--- config.mk ---
export PLATFORM = sky130hd
export DESIGN_NAME = regfile_writeback_queue
export DESIGN_NICKNAME = d
export VERILOG_FILES = /design/src/rtl/regfile_pkg.sv /design/src/rtl/wb_entry_store.sv /design/src/rtl/regfile_writeback_queue.sv
export SDC_FILE = /design/constraint.sdc
export NUM_CORES = 1
export LEC_CHECK = 0
export ABC_CLOCK_PERIOD_IN_PS = 11300
export BUFFER_PORTS_ARGS = -buffer_cell sky130_fd_sc_hd__buf_4
export CAP_MARGIN = 15
export CORE_UTILIZATION = 25
export DETAILED_ROUTE_END_ITERATION = 12
export GPL_TIMING_DRIVEN = 0
export PLACE_DENSITY = 0.42
export SYNTH_ARGS = -nofsm -noshare
export SYNTH_HDL_FRONTEND = slang
export SYNTH_SLANG_ARGS = --single-unit
--- constraint.sdc ---
create_clock -name Clk -period 11.3 [get_ports Clk]
set_input_delay 1.13 -clock Clk [delete_from_list [all_inputs] [get_ports Clk]]
set_output_delay 1.13 -clock Clk [all_outputs]
set_load 0.1 [all_outputs]
--- src/rtl/regfile_pkg.sv ---
// Shared types and constants for the register-file writeback path.
package regfile_pkg;

    localparam int REG_ADDR_W = 5;
    localparam int DATA_W     = 32;
    localparam logic [REG_ADDR_W-1:0] ZERO_REG = 5'd0;

    typedef struct packed {
        logic                  valid;
        logic [REG_ADDR_W-1:0] addr;
        logic [DATA_W-1:0]     data;
    } wb_entry_t;

endpackage

--- src/rtl/wb_entry_store.sv ---
// Pending-write storage: tail write port, head retire port, and all entries
// presented oldest-first so the forwarding logic can pick the youngest match.
module wb_entry_store
    import regfile_pkg::*;
#(
    parameter int DEPTH = 4,
    parameter int PTR_W = 2
) (
    input  logic             clk,
    input  logic             rst_n,
    input  logic             wr_en,
    input  logic [PTR_W-1:0] wr_ptr,
    input  wb_entry_t        wr_entry,
    input  logic             rd_en,
    input  logic [PTR_W-1:0] rd_ptr,
    output wb_entry_t        head,
    output wb_entry_t        ordered [DEPTH]
);

    wb_entry_t mem [DEPTH];

    // Only valid bits are reset; payload is qualified by them. On a full-queue
    // push+pop the slot is the same, and the later write keeps it valid.
    always_ff @(posedge clk or negedge rst_n) begin
        if (!rst_n) begin
            for (int i = 0; i < DEPTH; i++) begin
                mem[i].valid <= 1'b0;
            end
        end else begin
            if (rd_en) begin
                mem[rd_ptr].valid <= 1'b0;
            end
            if (wr_en) begin
                mem[wr_ptr] <= wr_entry;
            end
        end
    end

    for (genvar k = 0; k < DEPTH; k++) begin : g_order
        assign ordered[k] = mem[rd_ptr + PTR_W'(k)];
    end

    assign head = ordered[0];

endmodule

--- src/rtl/regfile_writeback_queue.sv ---
// Writeback queue in front of the 32x32 register file: FIFO of pending writes,
// one commit per cycle, with forwarding of uncommitted values to two read ports.
module regfile_writeback_queue
    import regfile_pkg::*;
#(
    parameter int DEPTH = 4,
    parameter int PTR_W = 2
) (
    input  logic                  Clk,
    input  logic                  Reset_n,
    input  logic                  WbValid,
    output logic                  WbReady,
    input  logic [REG_ADDR_W-1:0] WbRegister,
    input  logic [DATA_W-1:0]     WbData,
    input  logic                  Hold,
    output logic                  RegWrite,
    output logic [REG_ADDR_W-1:0] WriteRegister,
    output logic [DATA_W-1:0]     WriteData,
    input  logic [REG_ADDR_W-1:0] ReadRegister1,
    input  logic [REG_ADDR_W-1:0] ReadRegister2,
    output logic                  Fwd1Hit,
    output logic [DATA_W-1:0]     Fwd1Data,
    output logic                  Fwd2Hit,
    output logic [DATA_W-1:0]     Fwd2Data,
    output logic [PTR_W:0]        Count,
    output logic                  Empty
);

    localparam logic [PTR_W:0] FULL_CNT = (PTR_W+1)'(DEPTH);

    logic [PTR_W-1:0] rd_ptr, wr_ptr;
    logic [PTR_W:0]   count_q;
    logic             push, pop;
    wb_entry_t        head, wr_entry;
    wb_entry_t        ordered [DEPTH];

    assign Empty    = (count_q == '0);
    assign Count    = count_q;
    assign pop      = !Empty && !Hold;
    assign WbReady  = (count_q < FULL_CNT) || pop;
    // Register 0 requests still handshake but never occupy a slot.
    assign push     = WbValid && WbReady && (WbRegister != ZERO_REG);
    assign wr_entry = '{valid: 1'b1, addr: WbRegister, data: WbData};

    assign RegWrite      = pop;
    assign WriteRegister = pop ? head.addr : ZERO_REG;
    assign WriteData     = pop ? head.data : '0;

    always_ff @(posedge Clk or negedge Reset_n) begin
        if (!Reset_n) begin
            rd_ptr  <= '0;
            wr_ptr  <= '0;
            count_q <= '0;
        end else begin
            if (push) wr_ptr <= wr_ptr + 1'b1;
            if (pop)  rd_ptr <= rd_ptr + 1'b1;
            case ({push, pop})
                2'b10:   count_q <= count_q + 1'b1;
                2'b01:   count_q <= count_q - 1'b1;
                default: count_q <= count_q;
            endcase
        end
    end

    wb_entry_store #(.DEPTH(DEPTH), .PTR_W(PTR_W)) u_store (
        .clk      (Clk),
        .rst_n    (Reset_n),
        .wr_en    (push),
        .wr_ptr   (wr_ptr),
        .wr_entry (wr_entry),
        .rd_en    (pop),
        .rd_ptr   (rd_ptr),
        .head     (head),
        .ordered  (ordered)
    );

    // Scan oldest to youngest so the youngest match wins; the head being
    // retired this cycle still hits because the file has not captured it yet.
    always_comb begin
        Fwd1Hit  = 1'b0;
        Fwd1Data = '0;
        Fwd2Hit  = 1'b0;
        Fwd2Data = '0;
        for (int k = 0; k < DEPTH; k++) begin
            if (ordered[k].valid && ReadRegister1 != ZERO_REG &&
                ordered[k].addr == ReadRegister1) begin
                Fwd1Hit  = 1'b1;
                Fwd1Data = ordered[k].data;
            end
            if (ordered[k].valid && ReadRegister2 != ZERO_REG &&
                ordered[k].addr == ReadRegister2) begin
                Fwd2Hit  = 1'b1;
                Fwd2Data = ordered[k].data;
            end
        end
    end

endmodule

==> metrics, run 1 <==
first-pass GRT wire length 79.4 mm; Detailed Routing Iterations Pass 1 5; vias post-DR 10492; MaxCap Viol Count 0; die width 225 µm; post-synthesis async set-or-reset flop share 6.92%; CP Max Fanout 10; Pleak 5.54 nW; vias in the first global route 10527; # IOs 160; largest net degree at the start of global routing 22; GRT overflow 0; Die Y-Extent 225 µm; Die Area 50500 µm²; Clock Sinks 159; Unique masters post-synth 41; # diodes 0; Final Wtd Congestion 0.890; most frequent cells after synthesis and3_1 (152), mux4_2 (152), edfxtp_1 (148); Top FF cell, synth edfxtp_1; Synth area leader edfxtp_1; postcts setup bufs 0; mapped cell area 12400 µm²; worst vdd ir 0.000167 V; Pwr per Cell Area 337 nW/µm²; DR WL/cell 30.7 µm; Cells after Synth 1002; clk_lat worst skew 0.45 ns; Final Cell Area 15000 µm²; via density per instance 5.67; HPWL Detailed 39.6 mm; Min-Delay Path Class input port to async pin; Synth top area share 35.9%; core region area 49000 µm²; sequential area share after synthesis 38.1%; WS Path Type register to output pin; Avg Cell Area, Syn 12.4 µm²; worst hold margin 0.534 ns; CP arrival 6.84 ns; gr usage total 22.5%; share of layout cells above drive strength 1 32.3%; Syn Nets 1063; Final Max Tran Viols 0; synthesized flop and latch total 159; TritonCTS clock tree done; r2r setup slk 6.12 ns; DRC 0; number of nets in the layout 1236; r2r endpoint rd_ptr[1]; initial antenna violation count 6; Initial Util 25.3%; RSZ-0062 raised after global routing no; nature of the critical path startpoint register; worst r2r src rd_ptr[0]; crit path time final 7.97 ns; Worst-path clk slew 0.06 ns; Gates resized, CTS repair 0; Final Hold Viols 0; port bufs 149; ranking of synthesized cells by area edfxtp_1 (36%), mux4_2 (28%), and3_1 (7.7%); outcome finished, final reports clean; setup TNS 0 ns; area grow syn2layout 21.1%; endpoints failing setup 0; worst setup margin 3.33 ns; Antenna Nets Post-Route 0; H-tree depth 4; Post-DP Area 14400 µm²; hold buffer count at CTS 0; slew at the pin with the worst max-slew slack 1.20 ns; cts bufs inserted 17; EDFF count, synth 148; critical path data required time 10.17 ns; post-place setup slack 3.87 ns; cells on worst reg2reg path 15; Warnings, synthesis 0; clk_skew 0.00798 ns; slew margin rel. 19.7%; row count 81; crit path capture type output pin; Clock Tree Buf Depth 2; Critical path origin rd_ptr[0]; Final Cycle Share 70.6%; clock root buffer clkbuf_16; Fmax achieved 125 MHz; fill cell count 4996; drt total wl 56.8 mm; initial detailed-routing violation count 1450
==> cell families (layout without fill, tap and decap cells) <==
logic type | after synthesis | count (layout) | share of synthesized area (%)
simple gates | 339 | 339 | 14.9
mux | 179 | 179 | 29.8
flops | 159 | 159 | 38.1
compound gates | 144 | 144 | 8.20
buf+inv | 126 | 311 | 4.72
xor+xnor | 45 | 45 | 3.18
fa+ha+maj | 10 | 10 | 1.07
==> sequential cells by signal, indices dropped and copies added, names as in the netlist <==
signal,count
u_store.mem,152
wr_ptr,2
Count,3
rd_ptr,2
==> layout make-up <==
type / count / area (µm²) / share of cell area, %
Buffer: 118 / 554 / 3.69
Sequential cell: 159 / 4720 / 31.5
Clock inverter: 12 / 136 / 0.909
Timing Repair Buffer: 154 / 1210 / 8.06
Multi-Input combinational cell: 717 / 7090 / 47.3
Clock buffer: 19 / 433 / 2.89
Tap cell: 664 / 831 / 5.54
Inverter: 8 / 30.0 / 0.200
==> worst max-delay path, stage by stage, from the launching register on <==
cell and delay (ns):
dfrtp_1 0.40, buf_6 0.20, buf_12 0.16, buf_12 0.15, buf_4 0.24, buf_2 0.38
clkbuf_1 0.68, inv_1 0.25, ha_1 0.35, buf_2 0.21, buf_2 0.31, mux4_2 0.39
xnor2_1 0.16, nand4_1 0.14, nor3_1 0.93, clkbuf_1 0.75, nand2_1 0.11, o21ai_1 0.22
buf_4 0.35
==> metal layers <==
metal,vias up,share of wire (%),global-route usage [%]
met5,-,0,0
met3,95,8.5,5.15
met1,5437,42,29.9
met4,0,2.8,7.07
met2,593,47,36.1
li1,4367,-,-
==> worst max path at each step <==
stage,slack [ns],depth (start not counted),endpoint
2_1_floorplan,4.18,17,Fwd2Data[11]
3_3_place_gp,3.80,18,Fwd1Data[14]
3_5_place_dp,3.87,18,Fwd1Data[14]
4_1_cts,3.36,18,Fwd1Data[14]
5_1_grt,3.00,19,Fwd2Data[22]
6_report,3.33,18,Fwd1Data[14]
==> placed cells by master (no fill, tap or decap), drive strengths merged, types with 9 or more instances in the layout <==
master,netlist,final
a211oi,9,9
a221oi,36,36
and2,38,38
and3,152,152
buf,46,200
clkbuf,72,91
dfrtp,11,11
edfxtp,148,148
ha,9,9
inv,8,11
mux2i,27,27
mux4,152,152
nand2,91,91
nand3,9,9
nor2,21,21
o21ai,67,67
o221ai,23,23
xnor2,37,37
==> through the flow <==
stage	utilization, %	power [mW]	std cells
floorplan	-	3.45	1002
global placement	29.3	4.43	1815
detailed placement	29.5	4.45	1820
CTS	30.7	5.04	1851
global route	30.7	5.23	1851
finish	30.7	5.05	1851
==> power by group <==
part	internal (mW)	leakage (nW)	total, mW	switching, mW
sequential	0.729	1.50	0.792	0.0621
combinational	1.17	3.76	3.67	2.50
clock	0.327	0.277	0.589	0.262
Power figures use the tool's default switching activity.
==> run 2: changes to the inputs <==
- ABC_AREA: not set -> 1
- ABC_CLOCK_PERIOD_IN_PS: 11300 -> 6600
- PLACE_DENSITY: 0.42 -> 0.43
- clock period: 11.3 -> 6.6 ns (I/O delays scaled with it)
==> metrics, run 2 <==
Min-Delay Path Class input port to async pin; # diodes 0 (unchanged); Largest register FFs 152 (unchanged); Fmax achieved 172 MHz; Synth top area share 34.8% (-1.1 points); core region area 50300 µm² (+2.7%); number of nets in the layout 2192 (+77%); post-synthesis async set-or-reset flop share 6.92% (unchanged); outcome finished, final reports clean; most frequent cells after synthesis nand2_1 (635), nor2_1 (370), o21ai_0 (194); most numerous cell in the Yosys netlist nand2_1; Syn Nets 2010 (+89%); fill cell count 5504 (+10%); initial antenna violation count 0 (-6); # IOs 160 (unchanged); initial detailed-routing violation count 1511 (+4.2%); Top FF cell, synth edfxtp_1; mapped cell area 12800 µm² (+3.2%); synthesized flop and latch total 159 (unchanged); sequential area share after synthesis 36.9% (-1.2 points); Pleak 7.43 nW (+34%); postcts setup bufs 0 (unchanged); Synth area leader edfxtp_1; TritonCTS clock tree done; ranking of synthesized cells by area edfxtp_1 (35%), nand2_1 (19%), nor2_1 (11%); Clock Sinks 159 (unchanged); Gates resized, CTS repair 0 (unchanged); MaxCap Viol Count 0 (unchanged); Biggest register u_store.mem; RSZ-0062 raised after global routing no; crit path buf inv count 9 (-2); Final Cell Area 15500 µm² (+3.5%); area grow syn2layout 21.5%; HPWL Detailed 50.0 mm (+26%); H-tree depth 4 (unchanged); Unique masters post-synth 36 (-12%); register area 4720 µm² (unchanged); Avg Cell Area, Syn 6.56 µm² (-47%); drt total wl 61.1 mm (+7.6%); critical path, cell by cell inv_1 > clkbuf_1 > clkbuf_1 > buf_1 > ha_1 > buf_2 > inv_2 > buf_4 > nand3_1 > nand2_1 > xor2_1 > o211ai_1 > nor2_2 > buf_2 > nor2_1 > a21oi_1 > buf_4; commonest non-fill, non-tap cell in the layout nand2_1; Clock Tree Buf Depth 2 (unchanged); Final Wtd Congestion 0.943 (+6.0%); CP arrival 5.15 ns (-1.69 ns); gr usage total 23.1% (+0.66 points); worst hold margin 0.0618 ns (-0.472 ns); Post-DP Area 14900 µm² (+3.5%); vias in the first global route 12544 (+19%); DRC 0 (unchanged); crit path capture type output pin; Pwr per Cell Area 582 nW/µm² (+73%); slew at the pin with the worst max-slew slack 0.877 ns (-0.318 ns); slew margin rel. 40.9% (+21 points); clock root buffer clkbuf_16; cts bufs inserted 17 (unchanged); Critical-path top delay cell buf_1; hold buffer count at CTS 0 (unchanged); post-place setup slack 1.26 ns (-2.61 ns); Final Hold Viols 0 (unchanged); worst vdd ir 0.000363 V (+120%); vias post-DR 13633 (+30%); Warnings, synthesis 0 (unchanged); kind of cell adding the most delay to the critical path buffers and inverters; row count 82 (+1.2%); multi-input logic area 6820 µm² (-3.8%); DR WL/cell 21.7 µm (-29%); commonest non-fill, non-tap cells in the layout nand2_1 (635), nor2_1 (366), o21ai_0 (194); via density per instance 4.84 (-15%); Final Max Tran Viols 0 (unchanged); Antenna Nets Post-Route 0 (unchanged); Final Cycle Share 88.0%; port bufs 159 (+6.7%); CP Max Fanout 11 (+1); GRT overflow 0 (unchanged); Die Y-Extent 228 µm (+1.6%); critical path data required time 5.94 ns (-4.23 ns); EDFF count, synth 148 (unchanged); setup TNS 0 ns (unchanged); crit path time final 5.81 ns; die width 228 µm (+1.6%); WS Path Type register to output pin; Worst-path clk slew 0.07 ns (about the same); final design utilization 30.9% (+0.23 points); worst setup margin 0.792 ns (-2.53 ns); Detailed Routing Iterations Pass 1 5 (unchanged); share of layout cells above drive strength 1 14.1% (-18 points); Worst path max stage delay 0.44 ns (-0.49 ns); nature of the critical path startpoint register; clk_lat worst skew 0.43 ns (-0.02 ns); first-pass GRT wire length 87.9 mm (+11%); endpoints failing setup 0 (unchanged); clk_skew 0.00546 ns (-0.00252 ns); Cells after Synth 1949 (+95%); Die Area 52000 µm² (+3.1%); largest net degree at the start of global routing 27 (+23%); Initial Util 25.4% (+0.11 points)
run 2: cell count changes in the layout (fill, tap and decap cells not counted), sizes merged, moves of 30 or more:
cell,previous run,this run
nand2,91,638
nor2,21,388
xnor2,37,2
mux4,152,0
inv,11,159
nand3,9,144
a221oi,36,0
and2,38,1
clkbuf,91,61
buf,200,246
and3,152,1
o21ai,67,213
run 2: final cells by class:
cell class	instances	share of cell area, %
buffer	124	4.45
clock buffer	20	3.15
clock inverter	12	0.629
inverter	155	3.75
multi-input combinational	1511	43.9
sequential	159	30.4
tap	672	5.41
timing repair buffer	163	8.30
run 2: worst register-to-register path: cells and delay by family, from the launching register on:
kind,cells,cell delay [ns]
flip-flops,1,0.42
adder cells (fa/ha/maj),1,0.33
AND/OR/NAND/NOR,1,0.09
AO/OA/AOI/OAI,1,0.09
buffers and inverters,6,1.78
run 2: final timing paths:
kind	start	end	slack, ns	cells after the start
setup / recovery	rd_ptr[1]	Fwd2Data[29]	0.79	17
hold / removal	Reset_n	Count[2]	0.06	1
setup reg to reg	rd_ptr[1]	rd_ptr[1]	3.73	9
hold reg to reg	Count[2]	Count[2]	0.53	1
max in group asynchronous	Reset_n	wr_ptr[1]	6.37	1
min in group Clk	Count[2]	Count[2]	0.53	1
run 2: report_power, final:
part | internal, mW | switching (mW)
Sequential | 1.22 | 0.0608
Combinational | 1.44 | 5.36
Clock | 0.544 | 0.419
run 2: cells by family (layout without fill, tap and decap cells):
group | count (synthesis) | after routing | synth area share [%]
AOI/OAI and AO/OA | 246 | 246 | 9.73
xor gates and xnor gates | 13 | 13 | 0.891
adders and majority gates | 10 | 10 | 1.04
buffers and inverters | 279 | 474 | 9.96
DFF | 159 | 159 | 36.9
muxes | 46 | 46 | 3.60
and+or+nand+nor | 1196 | 1196 | 37.9
run 2: per-layer routing:
metal | vias up | part of all wire (%) | GRT usage, %
met1 | 6287 | 48 | 34.6
met2 | 683 | 42 | 34.1
met3 | 69 | 8.2 | 3.59
met4 | 0 | 2.2 | 6.29
li1 | 6594 | - | -
met5 | - | 0 | 0
run 2: metrics by stage:
stage / power (mW) / instances
after global routing: 9.50 / 2816
after floorplan: 5.95 / 1949
after CTS: 8.97 / 2816
final: 9.04 / 2816
after global placement: 7.95 / 2780
after detailed placement: 8.00 / 2784
==> run 3: changes to the inputs <==
- BUFFER_PORTS_ARGS: -buffer_cell sky130_fd_sc_hd__buf_4 -> not set
- DONT_BUFFER_PORTS: not set -> 1
- PLACE_DENSITY: 0.43 -> 0.41
- SYNTH_HIERARCHICAL: not set -> 1
==> metrics, run 3 <==
outcome finished, final reports clean; via density per instance 4.89 (+1.0%); Top FF cell, synth edfxtp_1; Cells after Synth 2376 (+22%); WS Path Type register to output pin; most numerous cell in the Yosys netlist nand2_1; fill cell count 6277 (+14%); Warnings, synthesis 6 (+6); post-place setup slack 0.582 ns (-0.678 ns); initial antenna violation count 0 (unchanged); endpoints failing setup 0 (unchanged); post-synthesis async set-or-reset flop share 6.92% (unchanged); Die Y-Extent 242 µm (+5.9%); # IOs 160 (unchanged); critical path data required time 5.94 ns (about the same); Initial Util 25.4% (-0.032 points); commonest non-fill, non-tap cells in the layout nand2_1 (761), nand3_1 (537), inv_1 (342); commonest non-fill, non-tap cell in the layout nand2_1; most frequent cells after synthesis nand2_1 (772), nand3_1 (537), inv_1 (342); crit path capture type output pin; Clock Sinks 159 (unchanged); DRC 0 (unchanged); adder-cell area share of the yosys netlist 0.576% (-0.46 points); Final Cycle Share 97.7% (+9.7 points); Final Wtd Congestion 0.891 (-5.5%); Avg Cell Area, Syn 6.04 µm² (-7.9%); H-tree depth 4 (unchanged); vias in the first global route 15360 (+22%); row count 87 (+6.1%); mapped cell area 14300 µm² (+12%); Final Max Tran Viols 0 (unchanged); Largest register FFs 152 (unchanged); sequential area share after synthesis 32.9% (-4.0 points); # diodes 0 (unchanged); simple-gate share of the synthesized area 46.6% (+8.7 points); CP arrival 5.79 ns (+0.64 ns); ranking of synthesized cells by area edfxtp_1 (31%), nand2_1 (20%), nand3_1 (19%); r2r setup slk 2.31 ns (-1.42 ns); largest net degree at the start of global routing 21 (-22%); mux cell area share after synthesis 0% (-3.6 points); MaxCap Viol Count 0 (unchanged); Die Area 58300 µm² (+12%); cells on worst reg2reg path 9 (unchanged); worst r2r src Count[2]; worst setup margin 0.150 ns (-0.641 ns); Worst-path clk slew 0.07 ns (about the same); slew margin rel. 24.7% (-16 points); slew at the pin with the worst max-slew slack 1.13 ns (+0.251 ns); HPWL Detailed 50.7 mm (+1.3%); clk_lat worst skew 0.48 ns (+0.05 ns); cts bufs inserted 17 (unchanged); die width 242 µm (+5.9%); Antenna Nets Post-Route 0 (unchanged); EDFF count, synth 148 (unchanged); number of nets in the layout 2504 (+14%); vias post-DR 15728 (+15%); nature of the critical path startpoint register; Compound-Gate Fraction of Synth Area 2.30% (-7.4 points); r2r endpoint u_store/mem[21]; Biggest register u_store/mem; drt total wl 66.7 mm (+9.1%); initial detailed-routing violation count 1619 (+7.1%); CP endpoint Fwd2Data[12]; area grow syn2layout 21.7%; synthesized flop and latch total 159 (unchanged); CP Max Fanout 11 (unchanged); Detailed Routing Iterations Pass 1 6 (+1); first-pass GRT wire length 99.0 mm (+13%); Synth area leader edfxtp_1; postcts setup bufs 0 (unchanged); clk_skew 0.00836 ns (+0.00290 ns); Unique masters post-synth 29 (-19%); TritonCTS clock tree done; gr usage total 22.9% (-0.26 points); RSZ-0062 raised after global routing no; crit path time final 6.45 ns (+0.641 ns); Synth top area share 31.0% (-3.8 points); port bufs 0 (-100%); clock root buffer clkbuf_16; Min-Delay Path Class input port to register; Clock Tree Buf Depth 2 (unchanged); Fmax achieved 155 MHz (-9.9%); Synth Area in XOR/XNOR 0.916% (+0.025 points); core region area 56500 µm² (+12%); depth of the worst hold-timing path 2; GRT overflow 0 (unchanged); DR WL/cell 20.7 µm (-4.4%); Critical path origin rd_ptr[1]; Final Hold Viols 0 (unchanged); share of layout cells above drive strength 1 13.7% (-0.39 points); largest family of logic cells by synthesized area simple AND/OR/NAND/NOR gates
==> run 3: cell count changes after synthesis, sizes merged, moves of 46 or more <==
cell | before | now
nand3 | 144 | 537
o21ai | 213 | 3
inv | 154 | 363
nand2 | 638 | 775
nor2 | 388 | 262
buf | 83 | 132
mux2i | 46 | 0
==> run 3: what timing repair did <==
| item | in CTS | in global routing |
|---|---|---|
| endpoints found under the setup margin | 0 | 14 |
| gates resized for setup | 0 | 14 |
| hold buffers | 1 | 0 |
| hold endpoints to repair | 11 | 0 |
==> run 3: kinds of logic (layout without fill, tap and decap cells) <==
group	count (synthesis)	after routing
adders and majority gates	6	6
and+or+nand+nor	1586	1586
xor gates and xnor gates	15	15
other	1	4
AOI/OAI and AO/OA	64	64
DFF	159	159
buffers and inverters	545	626
==> run 3: cell type report <==
class                           instances  area (µm²)  share of cell area, %
Buffer                                182        1030                   5.90
Tap cell                              756         946                   5.42
Clock buffer                           18         429                   2.46
Clock inverter                         14         121                  0.695
Sequential cell                       159        4720                   27.0
Timing Repair Buffer                   49        1260                   7.24
Multi-Input combinational cell       1675        7590                   43.4
Inverter                              363        1370                   7.82
==> run 3: metrics by stage <==
| step | area [µm²] | instances | TNS (ns) | hold WS [ns] | util, % |
|---|---|---|---|---|---|
| detailed placement | 16900 | 3183 | 0 | 0.365 | 29.8 |
| floorplan | 14400 | 2379 | 0 | 0.364 | - |
| finish | 17500 | 3216 | 0 | 0.428 | 30.9 |
| global route | 17500 | 3216 | 0 | 0.408 | 30.9 |
| CTS | 17400 | 3216 | 0 | 0.377 | 30.8 |
| global placement | 15300 | 3135 | -66.79 | 0.365 | 27.1 |
==> run 3: critical path, stage by stage, from the launching register on <==
cell and delay (ns):
dfrtp_1 0.49, clkbuf_2 0.23, inv_2 0.19, buf_2 0.39
ha_1 0.38, clkbuf_2 0.23, inv_2 0.17, buf_4 0.24
buf_2 0.30, nand3_1 0.11, nand2_1 0.15, xnor2_1 0.17
nand3_1 0.14, nor2_2 0.61, clkbuf_1 0.71, nand3_1 0.15
nand2_1 0.12, nand2_1 0.06, nand2_2 0.45
==> run 3: worst min path at each step <==
| stage | startpoint | end | slack (ns) |
|---|---|---|---|
| 2_1_floorplan | Reset_n | Count[0] | 0.36 |
| 3_3_place_gp | Reset_n | wr_ptr[0] | 0.36 |
| 3_5_place_dp | Reset_n | wr_ptr[0] | 0.36 |
| 4_1_cts | Hold | rd_ptr[0] | 0.38 |
| 5_1_grt | WbData[19] | u_store/mem[133] | 0.41 |
| 6_report | WbData[9] | u_store/mem[47] | 0.43 |
==> run 3: layer usage <==
metal  up-vias  wire length (µm)  track usage [%]
met5         -                 0                0
met4         0              1670             7.42
met3        86              5350             5.50
met2       625             30500             37.0
met1      7479             29200             29.8
li1       7538                 -                -
Power of run 3 is left out: the tool's default activity adds up to more than one toggle a clock period on the data nets, which glitch-free logic cannot reach.
